## src/rtl/sc_pkg.sv

```systemverilog
// Shared types and helpers for the stochastic-computing stream decoder.
package sc_pkg;

  typedef enum logic [1:0] {SC_IDLE, SC_COUNT, SC_DONE} sc_dec_state_t;

  // Clamp x to the largest value representable in w bits.
  function automatic logic [31:0] sc_sat(input logic [31:0] x, input int unsigned w);
    logic [31:0] lim;
    lim = (32'd1 << w) - 32'd1;
    return (x > lim) ? lim : x;
  endfunction

endpackage

```

## src/rtl/sc_ones_counter.sv

```systemverilog
// Up-counter with synchronous clear and a qualified increment of 0 or 1.
module sc_ones_counter #(
  parameter int W = 9
) (
  input  logic         clk,
  input  logic         rst_n,
  input  logic         clr_i,
  input  logic         en_i,
  input  logic         inc_i,
  output logic [W-1:0] cnt_o
);

  logic [W-1:0] cnt_q;

  always_ff @(posedge clk or negedge rst_n) begin
    if (!rst_n) begin
      cnt_q <= '0;
    end else if (clr_i) begin
      cnt_q <= '0;
    end else if (en_i) begin
      cnt_q <= cnt_q + W'(inc_i);
    end
  end

  assign cnt_o = cnt_q;

endmodule

```

## src/rtl/sc_stream_decoder.sv

```systemverilog
// Stochastic-to-binary decoder: counts ones over 2**WIDTH qualified bits, result via valid/ready.
// Optional live ones-count port enabled by defining SC_DEC_PARTIAL_EN.
module sc_stream_decoder
  import sc_pkg::*;
#(
  parameter int WIDTH = 8
) (
  input  logic             clk,
  input  logic             rst_n,
  input  logic             start,
  input  logic             inStream,
  input  logic             inValid,
  output logic             busy,
  output logic             outValid,
  input  logic             outReady,
`ifdef SC_DEC_PARTIAL_EN
  output logic [WIDTH:0]   partialOut,
`endif
  output logic [WIDTH-1:0] outData
);

  localparam logic [WIDTH:0] LAST_IDX = {1'b0, {WIDTH{1'b1}}};

  sc_dec_state_t    state_q;
  logic             busy_q;
  logic             out_valid_q;
  logic [WIDTH-1:0] out_data_q;
  logic [WIDTH:0]   bit_cnt;
  logic [WIDTH:0]   ones_cnt;
  logic             accept_start;
  logic             cnt_en;
  logic             last_bit;

  // A start is taken from IDLE, or from DONE only when the result is handed off that cycle.
  assign accept_start = start & ((state_q == SC_IDLE) | ((state_q == SC_DONE) & outReady));
  assign cnt_en       = (state_q == SC_COUNT) & inValid;
  assign last_bit     = cnt_en & (bit_cnt == LAST_IDX);

  sc_ones_counter #(.W(WIDTH + 1)) u_bit_cnt (
    .clk   (clk),
    .rst_n (rst_n),
    .clr_i (accept_start),
    .en_i  (cnt_en),
    .inc_i (1'b1),
    .cnt_o (bit_cnt)
  );

  sc_ones_counter #(.W(WIDTH + 1)) u_ones_cnt (
    .clk   (clk),
    .rst_n (rst_n),
    .clr_i (accept_start),
    .en_i  (cnt_en),
    .inc_i (inStream),
    .cnt_o (ones_cnt)
  );

  always_ff @(posedge clk or negedge rst_n) begin
    if (!rst_n) begin
      state_q     <= SC_IDLE;
      busy_q      <= 1'b0;
      out_valid_q <= 1'b0;
      out_data_q  <= '0;
    end else begin
      case (state_q)
        SC_IDLE: begin
          if (start) begin
            state_q <= SC_COUNT;
            busy_q  <= 1'b1;
          end
        end
        SC_COUNT: begin
          if (last_bit) begin
            state_q     <= SC_DONE;
            busy_q      <= 1'b0;
            out_valid_q <= 1'b1;
            // The final bit is folded in here since the counter only sees it on this same edge.
            out_data_q  <= WIDTH'(sc_sat(32'(ones_cnt) + 32'(inStream), WIDTH));
          end
        end
        SC_DONE: begin
          if (outReady) begin
            out_valid_q <= 1'b0;
            if (start) begin
              state_q <= SC_COUNT;
              busy_q  <= 1'b1;
            end else begin
              state_q <= SC_IDLE;
            end
          end
        end
        default: begin
          state_q     <= SC_IDLE;
          busy_q      <= 1'b0;
          out_valid_q <= 1'b0;
        end
      endcase
    end
  end

  assign busy     = busy_q;
  assign outValid = out_valid_q;
  assign outData  = out_data_q;

`ifdef SC_DEC_PARTIAL_EN
  assign partialOut = ones_cnt;
`endif

endmodule
```

## config.mk

```make
export PLATFORM = sky130hd
export DESIGN_NAME = sc_stream_decoder
export DESIGN_NICKNAME = d
export VERILOG_FILES = /design/src/rtl/sc_pkg.sv /design/src/rtl/sc_ones_counter.sv /design/src/rtl/sc_stream_decoder.sv
export SDC_FILE = /design/constraint.sdc
export NUM_CORES = 1
export LEC_CHECK = 0
export BUFFER_PORTS_ARGS = -buffer_cell sky130_fd_sc_hd__buf_4
export CAP_MARGIN = 40
export CORE_MARGIN = 1
export CORE_UTILIZATION = 55
export DETAILED_ROUTE_END_ITERATION = 10
export PLACE_DENSITY_LB_ADDON = 0.08
export REMOVE_ABC_BUFFERS = 1
export SLEW_MARGIN = 20
export SYNTH_ARGS = -nofsm -noshare
export SYNTH_HDL_FRONTEND = slang
export SYNTH_SLANG_ARGS = --single-unit
```

## constraint.sdc

```tcl
create_clock -name clk -period 2.1 [get_ports clk]
set_input_delay 0.21 -clock clk [delete_from_list [all_inputs] [get_ports clk]]
set_output_delay 0.21 -clock clk [all_outputs]
set_load 0.02 [all_outputs]
```

==> flow_metrics.py <==
metrics = {
    "drt": {
        "vias": 1080,
        "drt-pass1-iter-count": 4,
        "drt-total-wl_um": 2740,
        "drt_iter0_drc": 24,
        "vias_per_cell": 5.51,
        "antenna_left": 0,
        "drcViolationCount": 0,
        "routedWlPerCell_um": 14.0,
    },
    "setup_path": {
        "worstSetupStartpointType": "flop",
        "cp_slowest_cell": "dfrtp_1",
        "cp_common_cell": "ha_1",
        "cpPeakStageDelay_ps": 400,
        "cp-end-kind": "flop",
        "cp_max_fo": 13,
        "cp_top_family": "simple AND/OR/NAND/NOR gates",
        "crit_type": "reg2reg",
        "path_buf_inv": 0,
        "cp.required_ps": 2300,
        "crit_arrival_ps": 2090,
        "crit_chain": "ha_1, nand2_1, nor3_1, ha_1, and2_4, and3b_2, a21oi_1",
    },
    "clock_tree": {
        "cts_sinks": 30,
        "clk_pin_slew_ps": 90,
        "numCtsBuffers": 5,
        "cts_buffer_depth": 2,
        "post-cts-setup-buffers": 0,
        "cts_tree": "built",
        "h-tree-depth": 2,
        "clockRootBuffer": "clkbuf_4",
        "worstSkewPairLatency_ps": 330,
    },
    "placed_design": {
        "hpwl_um": 1820,
        "io_buffers": 15,
        "place_inst": 186,
        "routabilityCongestion": 0.791,
    },
    "yosys": {
        "yosys_warnings": 0,
        "synth_top_family_by_area": "simple AND/OR/NAND/NOR gates",
        "synth_xor_xnor_area_share_pct": 7.26,
        "yosys.area_share.adder_pct": 3.46,
        "synth_top_flop_cell": "dfrtp_1",
        "syn_area_um2": 1450,
        "synth-simple-area-share_pct": 18.2,
        "synth-compound-area-share_pct": 14.4,
        "post_synth.cell_area_avg_um2": 9.78,
        "synth_edf_count": 0,
        "synth_mux_area_share_pct": 0,
        "ys_ff_latch": 30,
        "async_reset_ff_share_pct": 100,
        "ys_seq_area_share_pct": 51.9,
        "syn_inst": 148,
        "ys_types": 31,
    },
    "min_path": {
        "hold_path.class": "in2reg",
    },
    "sta": {
        "setup_tns_ps": 0,
        "relSlewSlack_pct": 75.0,
        "fmax_mhz": 527,
        "layout_min_cycle_time_ps": 1900,
        "drv_slew": 0,
        "clock_skew_ps": 11.0,
        "finalCritPeriodShare_pct": 90.3,
        "holdWs_ps": 163,
        "setup_viol": 0,
        "worst_pin_slew_ps": 376,
        "rsz0062_at_grt": "false",
        "hold_viol_final": 0,
    },
    "power_and_ir_drop": {
        "peakVddDrop_mv": 0.471,
        "total_power_mw": 1.24,
        "powerDensity_nw_per_um2": 761,
        "leakage_nw": 0.768,
    },
    "grt": {
        "grt.total_usage_pct": 23.1,
        "grt_max_degree": 31,
        "grt_pass1_wl_um": 4550,
        "first_global_vias": 973,
        "antenna_found_initial": 0,
        "grt-ovfl-total": 0,
    },
    "finish": {
        "layout-drive-gt1-share_pct": 17.5,
        "final_cells": 196,
        "fin_util_pct": 65.8,
        "syn2layout_area_growth_pct": 12.5,
        "nets": 175,
        "n_fill_cell": 206,
        "diodes": 0,
    },
    "die": {
        "dieWidth_um": 53.3,
        "die_h_um": 53.3,
        "floorplan.rows": 18,
        "core-area_um2": 2480,
        "io_pins": 16,
        "die_area_um2": 2840,
        "start_util_pct": 58.4,
    },
    "run": {
        "cap_violations": 0,
    },
    "status": {
        "status": "complete, no violations",
    },
}
==> repair_timing <==
action                                  CTS  global route
hold buffers                              1             0
endpoints found under the hold margin    30             0
gates resized for setup                   0             1
endpoints found under the setup margin    0             5
==> path summary, 6_finish.rpt <==
kind / startpoint / end / slack [ps] / cells after the start
min reg2reg: u_ones_cnt.cnt_o[8]$_DFFE_PN0P_ / u_ones_cnt.cnt_o[8]$_DFFE_PN0P_ / 490 / 1
max reg2reg: u_bit_cnt.cnt_o[0]$_DFFE_PN0P_ / outData[2]$_DFFE_PN0P_ / 200 / 7
max: u_bit_cnt.cnt_o[0]$_DFFE_PN0P_ / outData[2]$_DFFE_PN0P_ / 200 / 7
min in group asynchronous: rst_n / u_bit_cnt.cnt_o[5]$_DFFE_PN0P_ / 330 / 2
min: outReady / outValid$_DFFE_PN0P_ / 160 / 4
max in group asynchronous: rst_n / outData[3]$_DFFE_PN0P_ / 1480 / 2
==> cell usage after synthesis (3+ instances only) <==
library cell,instances,area [um2]
nor3_1,3,15.0
inv_1,4,15.0
o21ai_0,16,80.1
ha_1,4,50.1
a21oi_1,9,45.0
nand2_1,16,60.1
nor2_1,17,63.8
xnor2_1,5,43.8
xor2_1,7,61.3
o31ai_1,3,22.5
nand3_1,5,25.0
dfrtp_1,30,751
==> logic make-up after synthesis <==
group           count (synthesis)
compound gates                 36
simple gates                   54
buf+inv                        12
fa+ha+maj                       4
xor+xnor                       12
flops                          30
==> final cells by class <==
| class | count | area [um2] | area share (%) |
|---|---|---|---|
| Tap cell | 30 | 37.5 | 2.30 |
| Multi-Input combinational cell | 106 | 628 | 38.6 |
| Clock buffer | 7 | 55.1 | 3.38 |
| Timing Repair Buffer | 18 | 138 | 8.45 |
| Sequential cell | 30 | 751 | 46.1 |
| Clock inverter | 1 | 5.00 | 0.307 |
| Inverter | 4 | 15.0 | 0.922 |
==> state kept, by name, indices dropped and copies added (netlist names) <==
| name | cells |
|---|---|
| u_bit_cnt.cnt_o | 9 |
| u_ones_cnt.cnt_o | 9 |
| outData | 8 |
| state_q | 2 |
| busy | 1 |
| outValid | 1 |
==> power by group <==
part	internal, mW	switching (mW)	total (mW)
Sequential	0.643	0.0714	0.714
Combinational	0.0765	0.0880	0.164
Clock	0.162	0.199	0.361
Total	0.882	0.358	1.24
==> cell usage in the layout, fill, tap and decap left out, types with 2 or more instances in the layout <==
| cell type | Yosys | layout |
|---|---|---|
| a21oi_2 | 2 | 2 |
| o31ai_1 | 3 | 3 |
| clkbuf_4 | 0 | 6 |
| and4_1 | 2 | 2 |
| buf_4 | 2 | 16 |
| dfrtp_1 | 30 | 30 |
| ha_1 | 4 | 4 |
| nor2_1 | 17 | 17 |
| nor3_1 | 3 | 3 |
| and3_1 | 2 | 2 |
| a31oi_1 | 2 | 2 |
| xnor2_1 | 5 | 5 |
| a21oi_1 | 9 | 9 |
| inv_1 | 4 | 4 |
| xor2_1 | 7 | 7 |
| nand2_1 | 16 | 16 |
| nand2b_1 | 2 | 2 |
| o21ai_0 | 16 | 16 |
| nand3_1 | 5 | 5 |
==> per-stage QoR <==
step / setup slack (ps) / area, um2
2_1_floorplan: 459 / 1390
3_3_place_gp: 128 / 1550
3_5_place_dp: 110 / 1550
4_1_cts: 88.7 / 1620
5_1_grt: 88.9 / 1630
6_report: 204 / 1630
==> routing by layer <==
layer  track usage [%]  vias to the layer above  wire [um]
met5                 0                        -          0
met2              34.8                       17       1310
met1              29.9                      518       1330
met3              6.32                        4         80
met4              11.8                        0         24
li1                  -                      541          -
==> worst register-to-register path: stages, from the launching register on <==
cell and delay, ps:
dfrtp_1 400, ha_1 210, nand2_1 80, nor3_1 200
ha_1 200, and2_4 230, and3b_2 340, a21oi_1 110
(Power assumes the default switching activity.)
